### src/rtl/spi_slave_rx.sv
// spi_slave_rx: SPI mode-0 slave. Deserializes MSB-first frames from the master into rx_data
// (valid/ready handshake) while shifting a response word captured at frame start out on
// master_data. Reports aborted frames (frame_err) and dropped words (overrun).
//
// Ports:
//   clk, reset        system clock, asynchronous active-low reset
//   spi_cs, spi_clk   chip select (active low) and serial clock (idle low) from the master
//   spi_data          serial data from the master (MOSI)
//   master_data       serial data to the master (MISO)
//   tx_data           response word, captured on the chip-select falling edge
//   rx_data/rx_valid  last complete received word and its valid flag; rx_ready consumes it
//   bit_count         bits received in the current frame
//   frame_err         one-cycle pulse when CS rises before WIDTH bits
//   overrun           one-cycle pulse when a completed word is dropped
//
// Build option: define SPI_SYNC_EN to pass the SPI pins through 2-flop synchronizers
// (master in an unrelated clock domain, spi_clk <= clk/4). Otherwise the pins are sampled
// directly and compared against a single registered copy.
module spi_slave_rx #(
  parameter int unsigned WIDTH = 16,
  parameter int unsigned CNT_W = 5
) (
  input  logic             clk,
  input  logic             reset,
  input  logic             spi_cs,
  input  logic             spi_clk,
  input  logic             spi_data,
  output logic             master_data,
  input  logic [WIDTH-1:0] tx_data,
  output logic [WIDTH-1:0] rx_data,
  output logic             rx_valid,
  input  logic             rx_ready,
  output logic [CNT_W-1:0] bit_count,
  output logic             frame_err,
  output logic             overrun
);

  typedef enum logic [1:0] {StIdle, StShift, StDone, StWaitCs} state_e;

  logic cs_cur, sclk_cur, data_cur;
  logic cs_prev_q, sclk_prev_q;

`ifdef SPI_SYNC_EN
  logic [1:0] cs_sync_q, sclk_sync_q, data_sync_q;

  always_ff @(posedge clk or negedge reset) begin
    if (!reset) begin
      cs_sync_q   <= 2'b00;
      sclk_sync_q <= 2'b00;
      data_sync_q <= 2'b00;
      cs_prev_q   <= 1'b0;
      sclk_prev_q <= 1'b0;
    end else begin
      cs_sync_q   <= {cs_sync_q[0], spi_cs};
      sclk_sync_q <= {sclk_sync_q[0], spi_clk};
      data_sync_q <= {data_sync_q[0], spi_data};
      cs_prev_q   <= cs_sync_q[1];
      sclk_prev_q <= sclk_sync_q[1];
    end
  end

  assign cs_cur   = cs_sync_q[1];
  assign sclk_cur = sclk_sync_q[1];
  assign data_cur = data_sync_q[1];
`else
  // cs_prev resets low so a CS already held low at reset release never looks like a fall.
  always_ff @(posedge clk or negedge reset) begin
    if (!reset) begin
      cs_prev_q   <= 1'b0;
      sclk_prev_q <= 1'b0;
    end else begin
      cs_prev_q   <= spi_cs;
      sclk_prev_q <= spi_clk;
    end
  end

  assign cs_cur   = spi_cs;
  assign sclk_cur = spi_clk;
  assign data_cur = spi_data;
`endif

  logic cs_fall, sclk_rise, sclk_fall;
  assign cs_fall   = cs_prev_q & ~cs_cur;
  assign sclk_rise = ~sclk_prev_q & sclk_cur;
  assign sclk_fall = sclk_prev_q & ~sclk_cur;

  state_e           state_q, state_d;
  logic [WIDTH-1:0] tx_q, tx_d;
  logic [WIDTH-1:0] rx_shift_q, rx_shift_d;
  logic [WIDTH-1:0] rx_data_q, rx_data_d;
  logic [CNT_W-1:0] bit_count_q, bit_count_d;
  logic             master_data_q, master_data_d;
  logic             rx_valid_q, rx_valid_d;
  logic             frame_err_q, frame_err_d;
  logic             overrun_q, overrun_d;

  always_comb begin
    state_d       = state_q;
    tx_d          = tx_q;
    rx_shift_d    = rx_shift_q;
    rx_data_d     = rx_data_q;
    bit_count_d   = bit_count_q;
    master_data_d = master_data_q;
    rx_valid_d    = rx_valid_q;
    frame_err_d   = 1'b0;
    overrun_d     = 1'b0;

    if (rx_valid_q && rx_ready) begin
      rx_valid_d = 1'b0;
    end

    unique case (state_q)
      StIdle: begin
        master_data_d = 1'b0;
        // A coincident clock rise is dropped: the first sampled rise is seen in StShift.
        if (cs_fall) begin
          tx_d          = tx_data;
          master_data_d = tx_data[WIDTH-1];
          rx_shift_d    = '0;
          bit_count_d   = '0;
          state_d       = StShift;
        end
      end
      StShift: begin
        // bit_count is always below WIDTH here, so any CS deassert is an abort.
        if (cs_cur) begin
          frame_err_d   = 1'b1;
          rx_shift_d    = '0;
          bit_count_d   = '0;
          master_data_d = 1'b0;
          state_d       = StIdle;
        end else if (sclk_rise) begin
          rx_shift_d  = {rx_shift_q[WIDTH-2:0], data_cur};
          bit_count_d = bit_count_q + CNT_W'(1);
          if (bit_count_q == CNT_W'(WIDTH - 1)) begin
            state_d = StDone;
          end
        end else if (sclk_fall) begin
          tx_d          = tx_q << 1;
          master_data_d = tx_q[WIDTH-2];
        end
      end
      StDone: begin
        master_data_d = 1'b0;
        if (rx_valid_q && !rx_ready) begin
          overrun_d = 1'b1;
        end else begin
          rx_data_d  = rx_shift_q;
          rx_valid_d = 1'b1;
        end
        state_d = StWaitCs;
      end
      StWaitCs: begin
        master_data_d = 1'b0;
        // Level test, so a CS deassert that landed during StDone is still honoured.
        if (cs_cur) begin
          bit_count_d = '0;
          state_d     = StIdle;
        end
      end
      default: state_d = StIdle;
    endcase
  end

  always_ff @(posedge clk or negedge reset) begin
    if (!reset) begin
      state_q       <= StIdle;
      tx_q          <= '0;
      rx_shift_q    <= '0;
      rx_data_q     <= '0;
      bit_count_q   <= '0;
      master_data_q <= 1'b0;
      rx_valid_q    <= 1'b0;
      frame_err_q   <= 1'b0;
      overrun_q     <= 1'b0;
    end else begin
      state_q       <= state_d;
      tx_q          <= tx_d;
      rx_shift_q    <= rx_shift_d;
      rx_data_q     <= rx_data_d;
      bit_count_q   <= bit_count_d;
      master_data_q <= master_data_d;
      rx_valid_q    <= rx_valid_d;
      frame_err_q   <= frame_err_d;
      overrun_q     <= overrun_d;
    end
  end

  assign master_data = master_data_q;
  assign rx_data     = rx_data_q;
  assign rx_valid    = rx_valid_q;
  assign bit_count   = bit_count_q;
  assign frame_err   = frame_err_q;
  assign overrun     = overrun_q;

endmodule

### config.mk
export PLATFORM = sky130hd
export DESIGN_NAME = spi_slave_rx
export DESIGN_NICKNAME = d
export VERILOG_FILES = /design/src/rtl/spi_slave_rx.sv
export SDC_FILE = /design/constraint.sdc
export NUM_CORES = 1
export LEC_CHECK = 0
export BUFFER_PORTS_ARGS = -buffer_cell sky130_fd_sc_hd__buf_2
export CAP_MARGIN = 15
export CORE_ASPECT_RATIO = 1.75
export CORE_MARGIN = 1.5
export CORE_UTILIZATION = 45
export DETAILED_ROUTE_END_ITERATION = 10
export MAX_ROUTING_LAYER = met4
export PLACE_DENSITY = 0.66
export SYNTH_ARGS = -nofsm -noshare
export SYNTH_HDL_FRONTEND = slang
export SYNTH_SLANG_ARGS = --single-unit
### constraint.sdc
create_clock -name clk -period 2.16 [get_ports clk]
set_clock_uncertainty 0.15 [all_clocks]
set_input_delay 0 -clock clk [delete_from_list [all_inputs] [get_ports clk]]
set_output_delay 0 -clock clk [all_outputs]
set_load 0.03 [all_outputs]
==> flow_summary.ini <==
[outcome]
status = finished clean

[timing]
rsz0062_at_grt = false
tightest_slew_ps = 673
hold_viol = 0
setup_viol = 0
slew_headroom_pct = 55.1
finalCritPeriodShare_pct = 87.8
slew_violations = 0
fin_setup_tns_ps = 0
max_freq_ghz = 0.527
period_minus_slack_ps = 1900

[routing]
drt-vias-per-instance = 4.95
drt_pass1_iterations = 4
drt-initial-drc-count = 43
drc = 0
wirelength_um = 5060
ant_nets = 0
avgRoutedWirePerCell_um = 14.2
vias = 1762

[synth]
async_flop_share_pct = 100
synth_cell_types = 34
syn_area_per_cell_sq_um = 13.6
synth-seq-area-share_pct = 55.9
synth_edf_count = 0
ys_ff_latch = 60
synthesis.nets = 222
ys.flop_type = dfrtp_1
netlist_instances = 198
yosysWarnings = 0
synth_area_sq_um = 2690

[layout]
mostFrequentLayoutCell = dfrtp_1
diodes = 0
layout-drive-gt1-share_pct = 42.8
area_growth_syn_to_layout_pct = 29.0
fin_nets = 297
fill_cells = 515
utilization_pct = 59.4
layout_common_cells = 60 x dfrtp_1, 46 x buf_2, 35 x mux2_2

[global_routing]
grt_max_degree = 33
track_usage_pct = 18.8
grt_pass1_vias = 1936
antenna_found_initial = 0
grt_overflow = 0
grt_pass1_wl_um = 8860

[worst_setup_path]
startpoint_type = flip-flop
crit_arrival_ps = 1960
cp.required_ps = 2220
cp_max_fo = 16
end_kind = flip-flop
critPathKind = reg2reg

[clock_tree]
clkSinkCount = 60
cts_made_buffers = 9
htreeDepth = 3
cts.clk_slew.worst_paths_ps = 70
cts_tree = done
cts_buffer_depth = 2
cts_resized = 0
root_buffer = clkbuf_8
clk_latency_ps = 340

[place]
hpwl_um = 3420
routabilityCongestion = 0.736
portBuffers = 46

[die]
fp.dieH_um = 105
die-area_sq_um = 6460
start_util_pct = 46.1
core_area_sq_um = 5830
io_pins = 47
die_w_um = 61.4
row_count = 37

[power_and_ir_drop]
vdd_ir_drop_max_mv = 0.620
power_density_nw_per_um2 = 785
leakagePower_nw = 1.66

[flow_run]
drv_cap = 0

[worst_hold_path]
hold_class = in2async
[cell families after synthesis]
family | Yosys count | synth area share, %
multiplexers | 46 | 20.4
adder cells (fa/ha/maj) | 2 | 0.931
AND/OR/NAND/NOR | 26 | 7.03
flip-flops | 60 | 55.9
AO/OA/AOI/OAI | 30 | 9.13
buffers and inverters | 33 | 6.24
XOR/XNOR | 1 | 0.326
[critical path: stages, from the launching register on]
cell,delay (ps)
dfrtp_1,580
nor2b_1,180
buf_4,240
mux2_2,370
mux2_4,260
[where the power goes]
group	switching, mW	leakage, nW	internal, mW
logic	0.123	0.764	0.209
clock network	0.454	0.102	0.654
registers	0.0629	0.798	1.22
total	0.640	1.66	2.08
[layer usage]
layer / vias up / track usage (%) / routed length [um] / part of all wire [%]
met4: 0 / 8.36 / 133 / 2.6
met5: - / - / 0 / 0
li1: 850 / - / - / -
met3: 10 / 4.79 / 165 / 3.3
met2: 43 / 29.3 / 2600 / 51
met1: 859 / 22.5 / 2160 / 43
[layout make-up]
class	instances	area, sq um	area share, %
Clock buffer	9	124	3.58
Clock inverter	7	100	2.89
Inverter	21	78.8	2.28
Multi-Input combinational cell	105	1020	29.4
Sequential cell	60	1500	43.3
Tap cell	78	97.6	2.82
Timing Repair Buffer	76	546	15.7
[metrics by stage]
stage	total power, mW	instance area (sq um)	hold slack, ps	cells	setup WS (ps)
floorplan	1.50	2690	-446	198	401
global placement	1.59	3030	-77.7	319	309
detailed placement	1.61	3030	-73.0	319	286
CTS	2.76	3460	98.0	356	274
global route	2.86	3460	154	356	209
finish	2.72	3460	86.7	356	262
[path summary, 6_finish.rpt]
check	startpoint	end	slack (ps)	depth (start not counted)
hold / removal	reset	rx_data[8]$_DFFE_PN0P_	90	2
max in group asynchronous	reset	rx_data[4]$_DFFE_PN0P_	1170	3
setup reg to reg	state_q[0]$_DFFE_PN0P_	tx_q[12]$_DFFE_PN0P_	260	4
setup / recovery	state_q[0]$_DFFE_PN0P_	tx_q[12]$_DFFE_PN0P_	260	4
min in group clk	spi_clk	sclk_prev_q$_DFF_PN0_	220	2
hold reg to reg	rx_data[7]$_DFFE_PN0P_	rx_data[7]$_DFFE_PN0P_	350	1
[registers in the layout, summed over array words and instances (netlist names), named ones only]
signal and cells:
rx_shift_q 16, master_data 1, bit_count 5, rx_valid 1, cs_prev_q 1, rx_data 16, overrun 1, tx_q 15
frame_err 1, sclk_prev_q 1, state_q 1
[synth_stat cells, types with 2 or more instances]
master / count / area share (%)
inv_1: 21 / 2.9
a31oi_1: 2 / 0.47
mux2_2: 35 / 15
nor4bb_1: 2 / 0.75
nor2_1: 2 / 0.28
o21ai_0: 4 / 0.75
o32ai_1: 15 / 4.9
mux2i_1: 2 / 0.75
dfrtp_1: 60 / 56
nor2b_1: 3 / 0.70
buf_2: 5 / 0.93
nand3_1: 3 / 0.56
ha_1: 2 / 0.93
buf_4: 4 / 1.1
mux2_4: 9 / 5.0
buf_6: 3 / 1.3
nand2_1: 4 / 0.56
nand2b_1: 6 / 1.4
[what timing repair did]
item                      4_1_cts  5_1_grt
setup buffers                   0        0
hold endpoints to repair       52        0
hold buffers                   21        0
Power figures use the tool's default switching activity.
